--- config.mk ---
export PLATFORM = sky130hd
export DESIGN_NAME = cla_pipe_addsub
export DESIGN_NICKNAME = d
export VERILOG_FILES = /design/src/rtl/cla_pkg.sv /design/src/rtl/cla_cell.sv /design/src/rtl/cla_pipe_addsub.sv
export SDC_FILE = /design/constraint.sdc
export NUM_CORES = 1
export LEC_CHECK = 0
export BUFFER_PORTS_ARGS = -buffer_cell sky130_fd_sc_hd__buf_2
export CAP_MARGIN = 25
export CORE_MARGIN = 8
export CORE_UTILIZATION = 50
export DETAILED_ROUTE_END_ITERATION = 10
export HOLD_SLACK_MARGIN = 0.12
export PLACE_DENSITY = 0.75
export SYNTH_ARGS = -nofsm -noshare
export SYNTH_HDL_FRONTEND = slang
export SYNTH_SLANG_ARGS = --single-unit
--- constraint.sdc ---
create_clock -name clk -period 3.15 [get_ports clk]
set_input_delay 0.7875 -clock clk [delete_from_list [all_inputs] [get_ports clk]]
set_output_delay 0.7875 -clock clk [all_outputs]
set_load 0.03 [all_outputs]
--- src/rtl/cla_pkg.sv ---
// cla_pkg: shared types and lookahead helpers for the pipelined adder.
// Helpers cover groups of up to CLA_MAXN cells or bits.
package cla_pkg;

    localparam int CLA_BLOCK_DEF = 4;
    localparam int CLA_MAXN      = 32;

    typedef struct packed {
        logic [CLA_MAXN-1:0] p;
        logic [CLA_MAXN-1:0] g;
    } cla_pg_t;

    function automatic int cla_slice_width(
        input int width,
        input int stages,
        input int block
    );
        if (stages < 1 || block < 1) return 0;
        if (width % (stages * block) != 0) return 0;
        return width / stages;
    endfunction

    // Carry into position n as a flat sum of products, no ripple chain.
    function automatic logic cla_carry(
        input cla_pg_t pg,
        input logic    c0,
        input int      n
    );
        logic c;
        logic t;
        c = c0;
        for (int m = 0; m < n; m++) c = c & pg.p[m];
        for (int i = 0; i < n; i++) begin
            t = pg.g[i];
            for (int m = i + 1; m < n; m++) t = t & pg.p[m];
            c = c | t;
        end
        return c;
    endfunction

endpackage

--- src/rtl/cla_cell.sv ---
// cla_cell: BLOCK-bit lookahead cell with group propagate/generate.
module cla_cell
    import cla_pkg::*;
#(
    parameter int BLOCK = CLA_BLOCK_DEF
) (
    input  logic [BLOCK-1:0] a,
    input  logic [BLOCK-1:0] b,
    input  logic             cin,
    output logic [BLOCK-1:0] sum,
    output logic             P_out,
    output logic             G_out
);

    cla_pg_t pg;

    always_comb begin
        pg = '0;
        pg.p[BLOCK-1:0] = a ^ b;
        pg.g[BLOCK-1:0] = a & b;
    end

    // Group terms depend on a/b only, so the slice lookahead sees no loop.
    assign P_out = &pg.p[BLOCK-1:0];
    assign G_out = cla_carry(pg, 1'b0, BLOCK);

    always_comb begin
        sum = '0;
        for (int j = 0; j < BLOCK; j++) begin
            sum[j] = pg.p[j] ^ cla_carry(pg, cin, j);
        end
    end

endmodule

--- src/rtl/cla_pipe_addsub.sv ---
// cla_pipe_addsub: skewed pipelined lookahead add/sub, one slice per stage.
// Define CLA_PIPE_FLAGS_EN for registered out_ovf/out_zero outputs.
module cla_pipe_addsub
    import cla_pkg::*;
#(
    parameter int WIDTH  = 32,
    parameter int BLOCK  = CLA_BLOCK_DEF,
    parameter int STAGES = 2
) (
    input  logic             clk,
    input  logic             rst,
    input  logic             in_valid,
    output logic             in_ready,
    input  logic [WIDTH-1:0] in_a,
    input  logic [WIDTH-1:0] in_b,
    input  logic             in_cin,
    input  logic             in_sub,
    output logic             out_valid,
    input  logic             out_ready,
    output logic [WIDTH-1:0] out_sum,
    output logic             out_cout
`ifdef CLA_PIPE_FLAGS_EN
    ,
    output logic             out_ovf,
    output logic             out_zero
`endif
);

    localparam int SWC = cla_slice_width(WIDTH, STAGES, BLOCK);
    localparam int SW  = (SWC > 0) ? SWC : BLOCK;
    localparam int NC  = SW / BLOCK;
    localparam int L   = STAGES - 1;

    if (SWC == 0 || BLOCK > CLA_MAXN || NC > CLA_MAXN) begin : g_bad_cfg
        $error("cla_pipe_addsub: WIDTH not divisible by STAGES*BLOCK");
    end

    logic [WIDTH-1:0] st_a [STAGES];
    logic [WIDTH-1:0] st_b [STAGES];
    logic [WIDTH-1:0] st_s [STAGES];
    logic             st_c [STAGES];
    logic             st_v [STAGES];
    logic [WIDTH-1:0] s_d  [STAGES];
    logic             c_d  [STAGES];
    logic [WIDTH-1:0] a_q  [STAGES];
    logic [WIDTH-1:0] b_q  [STAGES];
    logic [WIDTH-1:0] s_q  [STAGES];
    logic             c_q  [STAGES];
    logic             v_q  [STAGES];
    logic             adv;

    assign adv      = !v_q[L] || out_ready;
    assign in_ready = adv;

    for (genvar k = 0; k < STAGES; k++) begin : g_stage
        logic [SW-1:0]    sl_sum;
        logic [NC-1:0]    cp;
        logic [NC-1:0]    cg;
        logic [NC:0]      cc;
        logic [WIDTH-1:0] sum_full;
        cla_pg_t          grp;

        if (k == 0) begin : g_head
            assign st_a[k] = in_a;
            assign st_b[k] = in_sub ? ~in_b : in_b;
            assign st_c[k] = in_sub | in_cin;
            assign st_s[k] = '0;
            assign st_v[k] = in_valid;
        end else begin : g_body
            assign st_a[k] = a_q[k-1];
            assign st_b[k] = b_q[k-1];
            assign st_c[k] = c_q[k-1];
            assign st_s[k] = s_q[k-1];
            assign st_v[k] = v_q[k-1];
        end

        for (genvar j = 0; j < NC; j++) begin : g_cell
            cla_cell #(
                .BLOCK(BLOCK)
            ) u_cell (
                .a    (st_a[k][k*SW + j*BLOCK +: BLOCK]),
                .b    (st_b[k][k*SW + j*BLOCK +: BLOCK]),
                .cin  (cc[j]),
                .sum  (sl_sum[j*BLOCK +: BLOCK]),
                .P_out(cp[j]),
                .G_out(cg[j])
            );
        end

        always_comb begin
            grp = '0;
            grp.p[NC-1:0] = cp;
            grp.g[NC-1:0] = cg;
            cc = '0;
            for (int j = 0; j <= NC; j++) begin
                cc[j] = cla_carry(grp, st_c[k], j);
            end
        end

        always_comb begin
            sum_full = st_s[k];
            sum_full[k*SW +: SW] = sl_sum;
        end

        assign s_d[k] = sum_full;
        assign c_d[k] = cc[NC];
    end

    always_ff @(posedge clk or posedge rst) begin
        if (rst) begin
            for (int k = 0; k < STAGES; k++) begin
                v_q[k] <= 1'b0;
                c_q[k] <= 1'b0;
                s_q[k] <= '0;
                a_q[k] <= '0;
                b_q[k] <= '0;
            end
        end else if (adv) begin
            for (int k = 0; k < STAGES; k++) begin
                v_q[k] <= st_v[k];
                if (st_v[k]) begin
                    c_q[k] <= c_d[k];
                    s_q[k] <= s_d[k];
                    a_q[k] <= st_a[k];
                    b_q[k] <= st_b[k];
                end
            end
        end
    end

    assign out_valid = v_q[L];
    assign out_sum   = s_q[L];
    assign out_cout  = c_q[L];

`ifdef CLA_PIPE_FLAGS_EN
    logic ovf_d;
    logic zero_d;
    logic ovf_q;
    logic zero_q;

    // Carry into the MSB is recovered from its sum bit and operands.
    assign ovf_d  = s_d[L][WIDTH-1] ^ st_a[L][WIDTH-1]
                  ^ st_b[L][WIDTH-1] ^ c_d[L];
    assign zero_d = (s_d[L] == '0);

    always_ff @(posedge clk or posedge rst) begin
        if (rst) begin
            ovf_q  <= 1'b0;
            zero_q <= 1'b0;
        end else if (adv && st_v[L]) begin
            ovf_q  <= ovf_d;
            zero_q <= zero_d;
        end
    end

    assign out_ovf  = ovf_q;
    assign out_zero = zero_q;
`endif

endmodule

==> run_results.csv, run 1 <==
group,metric,value,unit
pwr,p_clk_share,20.1,%
floorplanning,core_area,9150,sq um
placed_design,detailed_place_hpwl,7450,microns
pwr,power.share.sequential,38.5,%
sta,finalSetupViolCount,0,
critical_path,endpoint_kind,"flip-flop",
clock_tree,post_cts_buffers,0,
clock_tree,clock_tree.htree_level_count,3,
synth,netlist.area_leader.share,45.1,%
sta,relSlewSlack,47.5,%
finish,layout-drive-gt1-share,32.1,%
clock_tree,clock_tree_from_tritoncts,"yes",
synth,synth_seq_area_share,45.1,%
critical_path,buffers_plus_inverters_on_the_worst_setup_path,2,
finish,synthToLayoutAreaGrowth,19.8,%
critical_path,crit_path_max_fanout,5,
clock_tree,post_cts_resize_count,0,
critical_path,reg2reg_slack,0.59,ns
grt,grt_pass1_vias,3616,
critical_path,critPathMaxStageDelay,0.33,ns
clock_tree,cts_buf_count,9,
synth,netlist_top_cells_area,"sky130_fd_sc_hd__dfrtp_1, sky130_fd_sc_hd__ha_1, sky130_fd_sc_hd__mux2_2",
floorplanning,row_count,35,
finish,diodes,0,
grt,initial_antenna_violation_count,1,
placed_design,place.gp.congestion,0.797,
floorplanning,ios,105,
routing,dr_wl_met3,606,microns
grt,grt_pass1_wl,16100,microns
grt,global_route.usage.total,15.6,%
critical_path,worstPathCellList,"buf_2 > buf_4 > xor2_1 > ha_1 > a21oi_1 > o21ai_0 > a21o_1 > a21o_1 > ha_1 > o21ai_1 > nand2b_1 > a21oi_2 > xor2_1 > o21ai_0",
finish,mostFrequentLayoutCell,"sky130_fd_sc_hd__buf_2",
clock_tree,cts.path.max_buffers,2,
routing,vias_per_cell,5.06,
critical_path,cp_data_required_time,3.38,ns
synth,synth_area,4660,sq um
synth,netlist.top_cell.by_area,"sky130_fd_sc_hd__dfrtp_1",
floorplanning,die_x,113,microns
status,status,"complete, no violations",
sta,final.period_utilization,91.7,%
sta,grt_setup_unrepaired,"no",
finish,finalNetCount,658,
routing,drt_iter0_drc,108,
grt,globalRouteOverflowTotal,0,
synth,ys.warnings.count,0,
floorplanning,effective_utilization_at_floorplan,50.9,%
clock_tree,cts_root_buffer,"sky130_fd_sc_hd__clkbuf_8",
synth,post_synth_inst_count,430,
routing,num_vias,3321,
synth,synth_nets,548,
pwr,power.share.combinational,41.4,%
finish,commonest_cells_after_routing_fill_and_taps_aside,"sky130_fd_sc_hd__buf_2, sky130_fd_sc_hd__dfrtp_1, sky130_fd_sc_hd__o21ai_0, sky130_fd_sc_hd__nand2_1, sky130_fd_sc_hd__ha_1",
pwr,cellLeakagePower,2.76,nW
sta,worst_slew_pin_slew,0.784,ns
clock_tree,hold_buf_cts,0,
pwr,cell_internal_pwr,2.57,mW
pwr,total_power,4.23,mW
critical_path,worstPathArrival,3.12,ns
sta,fin_crit,2.89,ns
clock_tree,number_of_sinks_driven_by_the_clock_tree,84,
floorplanning,die_height,113,microns
routing,drt_first_pass_iters,4,
routing,final_antenna_net_count,0,
critical_path,worst_setup_path_start_kind,"input port",
critical_path,type_of_the_setup_path_with_the_least_slack,"in -> reg",
clock_tree,clkSlewWorstSetupHoldPaths,0.09,ns
routing,wire_per_inst,14.4,microns
synth,avgSynthCellArea,10.8,sq um
min_path,worst_hold_path_type,"reg -> reg",
routing,wirelength_met1,4210,microns
run,cap_viol_max_count,0,
sta,max_clock_freq,346,MHz
clock_tree,insertion_delay,0.35,ns
critical_path,worst_path_dominant_cell_family,"compound AO/OA/AOI/OAI gates",
synth,post_synth_num_cell_types,28,
sta,clock_skew,0.00803,ns
placed_design,placement.io_buffers,104,
sta,drv_slew,0,
pwr,sw_frac_of_total,39.2,%
critical_path,crit_slowest_cell,"sky130_fd_sc_hd__ha_1",
routing,post-route-drc-count,0,
finish,final_core_util,61.0,%
grt,grt_start_max_net_pins,85,
pwr,powerDensity,757,nW/um^2
routing,met2WireLength,4520,microns
finish,nFillCells,805,
routing,drt-total-wl,9450,microns
sta,hold_viol,0,
pwr,irDropWorstVdd,289,uV
floorplanning,die_area,12700,sq um
routing,topRoutingLayerUsed,"met5",
synth,ys_ff_latch,84,
pwr,power.switching,1.66,mW
[sequential cells by signal, summed over array words and instances (netlist names)]
signal / cells
out_sum: 32
out_valid: 1
out_cout: 1
st_v: 1
g_stage.sum_full: 16
b_q: 16
a_q: 16
c_q: 1
[power by group through the flow]
stage                     registers, mW  logic (mW)  clock network [mW]
after floorplan                    2.03       0.859                   0
after global placement             1.63        1.72                   0
after detailed placement           1.65        1.77                   0
after CTS                          1.63        1.78               0.877
after global routing               1.68        1.94               0.923
final                              1.63        1.75               0.849
[worst register-to-register path, delay by kind of cell (launching register included)]
kind / cells / cell delay [ns]
fa+ha+maj: 2 / 0.53
xor+xnor: 1 / 0.14
compound gates: 7 / 1.12
flops: 1 / 0.44
simple gates: 2 / 0.19
[per-layer routing]
layer  up-vias  global-route usage, %
met1      1542                   18.4
li1       1677                      -
met2        88                   26.2
met4         2                   4.86
met5         -                      0
met3        12                   5.21
[cells in the mapped netlist (all sizes together)]
library cell  instances
and4                  1
o21ai                60
or2                   1
nand4                 2
nand2b                9
a21oi                22
inv                  15
a211oi                3
mux2                 36
a41o                  1
xor2                 27
clkbuf                8
a21o                  6
ha                   40
xnor2                29
buf                   9
a31oi                 1
nor3                  1
fa                    8
nand3                 1
nor2                  6
mux2i                 1
dfrtp                84
o22ai                 2
nand2                57
[final timing paths]
kind                            cells after the start                      end                    from
worst max-delay path                               14  g_stage[1].sum_full[15]                  in_sub
worst min-delay path                                2   g_stage[1].sum_full[7]  g_stage[1].sum_full[7]
worst max register to register                     12              out_sum[31]                 a_q[48]
worst min register to register                      2   g_stage[1].sum_full[7]  g_stage[1].sum_full[7]
max in group asynchronous                           3                  b_q[51]                     rst
min in group asynchronous                           3               out_sum[2]                     rst
[cells by family after synthesis]
group	count (synthesis)	share of synthesized area (%)
AOI/OAI and AO/OA	95	11.1
and+or+nand+nor	78	7.20
xor gates and xnor gates	56	10.5
DFF	84	45.1
muxes	37	8.92
buffers and inverters	32	2.95
adders and majority gates	48	14.2
[stage by stage]
stage,setup slack [ns],cell area (sq um),cells,setup TNS (ns),hold slack (ns)
final,0.261,5580,656,0,0.481
after global placement,0.0431,5360,640,0,0.456
after floorplan,0.00242,4670,430,0,0.446
after CTS,0.278,5580,656,0,0.485
after detailed placement,-0.115,5360,640,-0.116,0.466
after global routing,0.147,5580,656,0,0.504
[layout make-up]
type / instances / area [sq um] / area share (%)
well taps: 111 / 139 / 2.49
clock inverters: 7 / 98.8 / 1.77
repair buffers: 116 / 636 / 11.4
inverters: 15 / 57.6 / 1.03
multi-input cells: 314 / 2420 / 43.4
clock buffers: 9 / 124 / 2.22
flip-flops and latches: 84 / 2100 / 37.7
No activity file was read; power rests on OpenSTA's default activity.
==> run 2: changes to the inputs <==
PLACE_DENSITY = 0.74   (was 0.75)
SYNTH_HIERARCHICAL = 1   (was default)
==> run_results.csv, run 2 <==
group,metric,value,unit
pwr,sw_frac_of_total,37.1,%
floorplanning,die_height,115,microns
clock_tree,clkSlewWorstSetupHoldPaths,0.08,ns
placed_design,placement.io_buffers,104,
sta,clock_skew,0.00865,ns
placed_design,detailed_place_hpwl,8160,microns
clock_tree,cts_root_buffer,"sky130_fd_sc_hd__clkbuf_8",
critical_path,reg2reg_slack,0.49,ns
synth,synthSimpleGateAreaFrac,6.13,%
critical_path,critical_path.reg2reg.endpoint,"out_sum[31]",
synth,yosys_most_used_dff,"sky130_fd_sc_hd__dfrtp_1",
floorplanning,effective_utilization_at_floorplan,51.0,%
pwr,cell_internal_pwr,2.95,mW
synth,ys.warnings.count,6,
clock_tree,cts.path.max_buffers,2,
grt,globalRouteOverflowTotal,0,
finish,sequential_cell_area,2100,sq um
grt,initial_antenna_violation_count,1,
routing,drt-total-wl,10400,microns
synth,largest_family_of_logic_cells_by_synthesized_area,"multiplexers",
finish,finalNetCount,670,
clock_tree,clock_tree.htree_level_count,3,
finish,max_ffs_per_register,32,
routing,final_antenna_net_count,0,
critical_path,rr_startpoint,"a_q[49]",
sta,hold_viol,0,
synth,synth_nets,546,
synth,netlist_top_cells_area,"sky130_fd_sc_hd__dfrtp_1, sky130_fd_sc_hd__mux2_2, sky130_fd_sc_hd__ha_1",
routing,post-route-drc-count,0,
finish,mostFrequentLayoutCell,"sky130_fd_sc_hd__buf_2",
pwr,power.share.combinational,44.0,%
synth,fraction_of_the_mapped_netlist_area_in_adder_cells,13.4,%
synth,avgSynthCellArea,11.5,sq um
placed_design,place.gp.congestion,0.881,
pwr,irDropWorstVdd,317,uV
synth,netlist.area_leader.share,42.6,%
routing,num_vias,3494,
synth,ys_ff_latch,84,
synth,synth_xor_area_share,9.93,%
floorplanning,row_count,36,
sta,max_clock_freq,337,MHz
run,cap_viol_max_count,0,
floorplanning,ios,105,
status,status,"complete, no violations",
critical_path,worst_setup_path_start_kind,"input port",
sta,totalNegativeSetupSlack,0,ns
grt,grt_pass1_vias,3788,
placed_design,pre_cts_ws,-0.221,ns
finish,layout-drive-gt1-share,39.5,%
finish,nFillCells,794,
pwr,p_clk_share,20.1,%
pwr,cellLeakagePower,2.91,nW
synth,top_count_cell_post_synth,"sky130_fd_sc_hd__dfrtp_1",
grt,grt_pass1_wl,17300,microns
clock_tree,clock_tree_from_tritoncts,"yes",
sta,relSlewSlack,53.4,%
clock_tree,number_of_sinks_driven_by_the_clock_tree,84,
synth,synth_compound_gate_area_share,8.82,%
routing,drt_iter0_drc,135,
finish,commonest_cells_after_routing_fill_and_taps_aside,"sky130_fd_sc_hd__buf_2, sky130_fd_sc_hd__dfrtp_1, sky130_fd_sc_hd__mux2_2, sky130_fd_sc_hd__ha_1, sky130_fd_sc_hd__nand2_1",
synth,synth_seq_area_share,42.6,%
finish,synthToLayoutAreaGrowth,21.4,%
min_path,worst_hold_path_type,"in -> async",
critical_path,endpoint_kind,"flip-flop",
critical_path,worstPathArrival,3.20,ns
sta,drv_slew,0,
critical_path,cp_data_required_time,3.39,ns
synth,ys_top_cells_by_count,"sky130_fd_sc_hd__dfrtp_1, sky130_fd_sc_hd__mux2_2, sky130_fd_sc_hd__ha_1",
sta,fin_crit,2.97,ns
critical_path,type_of_the_setup_path_with_the_least_slack,"in -> reg",
sta,worst_slew_pin_slew,0.696,ns
synth,post_synth_num_cell_types,29,
floorplanning,core_area,9680,sq um
synth,synth_async_sr_flop_share,100,%
floorplanning,die_area,13300,sq um
clock_tree,hold_buf_cts,0,
pwr,powerDensity,782,nW/um^2
routing,drt_first_pass_iters,4,
critical_path,crit_path_max_fanout,14,
floorplanning,die_x,115,microns
sta,final.period_utilization,94.2,%
finish,multiInputGateArea,2660,sq um
routing,wire_per_inst,15.0,microns
pwr,power.switching,1.74,mW
critical_path,worst_r2r_path_depth,11,
finish,diodes,0,
grt,global_route.usage.total,16.4,%
synth,netlist.top_cell.by_area,"sky130_fd_sc_hd__dfrtp_1",
routing,vias_per_cell,5.06,
grt,grt_start_max_net_pins,51,
clock_tree,cts_buf_count,9,
sta,grt_setup_unrepaired,"no",
pwr,power.share.sequential,35.8,%
synth,muxShareOfSynthArea,15.4,%
clock_tree,insertion_delay,0.35,ns
sta,setup_slack,0.184,ns
synth,post_synth_inst_count,428,
synth,synth_area,4940,sq um
synth,synth_edf_count,0,
sta,finalSetupViolCount,0,
==> run 2: cell count changes after synthesis, moves of 9 or more <==
cell                       change
sky130_fd_sc_hd__nand2_1      -19
sky130_fd_sc_hd__mux2_2       +18
sky130_fd_sc_hd__o211ai_1      +9
sky130_fd_sc_hd__mux2_4       +10
sky130_fd_sc_hd__o21ai_0      -31
==> run 2: worst max-delay path: stages <==
cell	delay (ns)
sky130_fd_sc_hd__clkbuf_4	0.21
sky130_fd_sc_hd__xor2_1	0.20
sky130_fd_sc_hd__ha_1	0.34
sky130_fd_sc_hd__and4_2	0.25
sky130_fd_sc_hd__o21ai_0	0.14
sky130_fd_sc_hd__nand2b_1	0.13
sky130_fd_sc_hd__a21o_1	0.23
sky130_fd_sc_hd__ha_1	0.21
sky130_fd_sc_hd__o211ai_1	0.19
sky130_fd_sc_hd__nand2_1	0.09
sky130_fd_sc_hd__xor2_1	0.15
sky130_fd_sc_hd__mux2_2	0.26
==> run 2: layer usage <==
metal	up-vias	global-route usage (%)	part of all wire (%)
li1	1710	-	-
met1	1672	19.1	43
met2	89	27.2	49
met3	21	4.20	5.8
met4	2	8.32	2.6
met5	-	0	0.11
==> run 2: cell families (layout without fill, tap and decap cells) <==
kind of cell,Yosys count,after routing
compound gates,76,76
xor+xnor,56,56
fa+ha+maj,48,48
buf+inv,38,167
flops,84,84
mux,64,64
simple gates,62,62
==> run 2: repair_timing <==
action / CTS / global route
endpoints found under the hold margin: 0 / 0
setup buffers: 0 / 0
gates resized for setup: 0 / 1
setup endpoints to repair: 0 / 5
==> run 2: final cells by class <==
type                       count  share of cell area (%)
clock buffer                  12                    2.59
timing repair buffer         128                    12.2
inverter                      23                    1.46
sequential                    84                    35.1
clock inverter                 4                    1.59
tap                          133                    2.78
multi-input combinational    306                    44.4
==> run 2: worst max path at each step <==
stage / startpoint / endpoint / slack, ns / cells past startpoint
2_1_floorplan: in_sub / g_stage[1].sum_full[11] / 0.004 / 13
3_3_place_gp: in_sub / g_stage[1].sum_full[12] / -0.08 / 11
3_5_place_dp: in_sub / g_stage[1].sum_full[11] / -0.22 / 12
4_1_cts: in_sub / g_stage[1].sum_full[11] / 0.16 / 12
5_1_grt: in_sub / g_stage[1].sum_full[11] / 0.01 / 12
6_report: in_sub / g_stage[1].sum_full[11] / 0.18 / 12
==> run 2: power groups by stage <==
| stage | logic, mW | clock network [mW] | registers [mW] |
|---|---|---|---|
| floorplan | 1.10 | 0 | 2.10 |
| global placement | 2.02 | 0 | 1.69 |
| detailed placement | 2.08 | 0 | 1.70 |
| CTS | 2.09 | 0.971 | 1.68 |
| global route | 2.24 | 1.02 | 1.73 |
| finish | 2.06 | 0.943 | 1.68 |
==> run 2: stage by stage <==
stage	hold slack (ns)	area [sq um]	total power, mW	util [%]	instances
global placement	0.473	5740	3.71	59.3	674
global route	0.508	5990	5.00	61.9	690
floorplan	0.454	4950	3.19	-	428
finish	0.476	5990	4.68	61.9	690
CTS	0.483	5990	4.74	61.8	690
detailed placement	0.477	5740	3.78	59.3	674
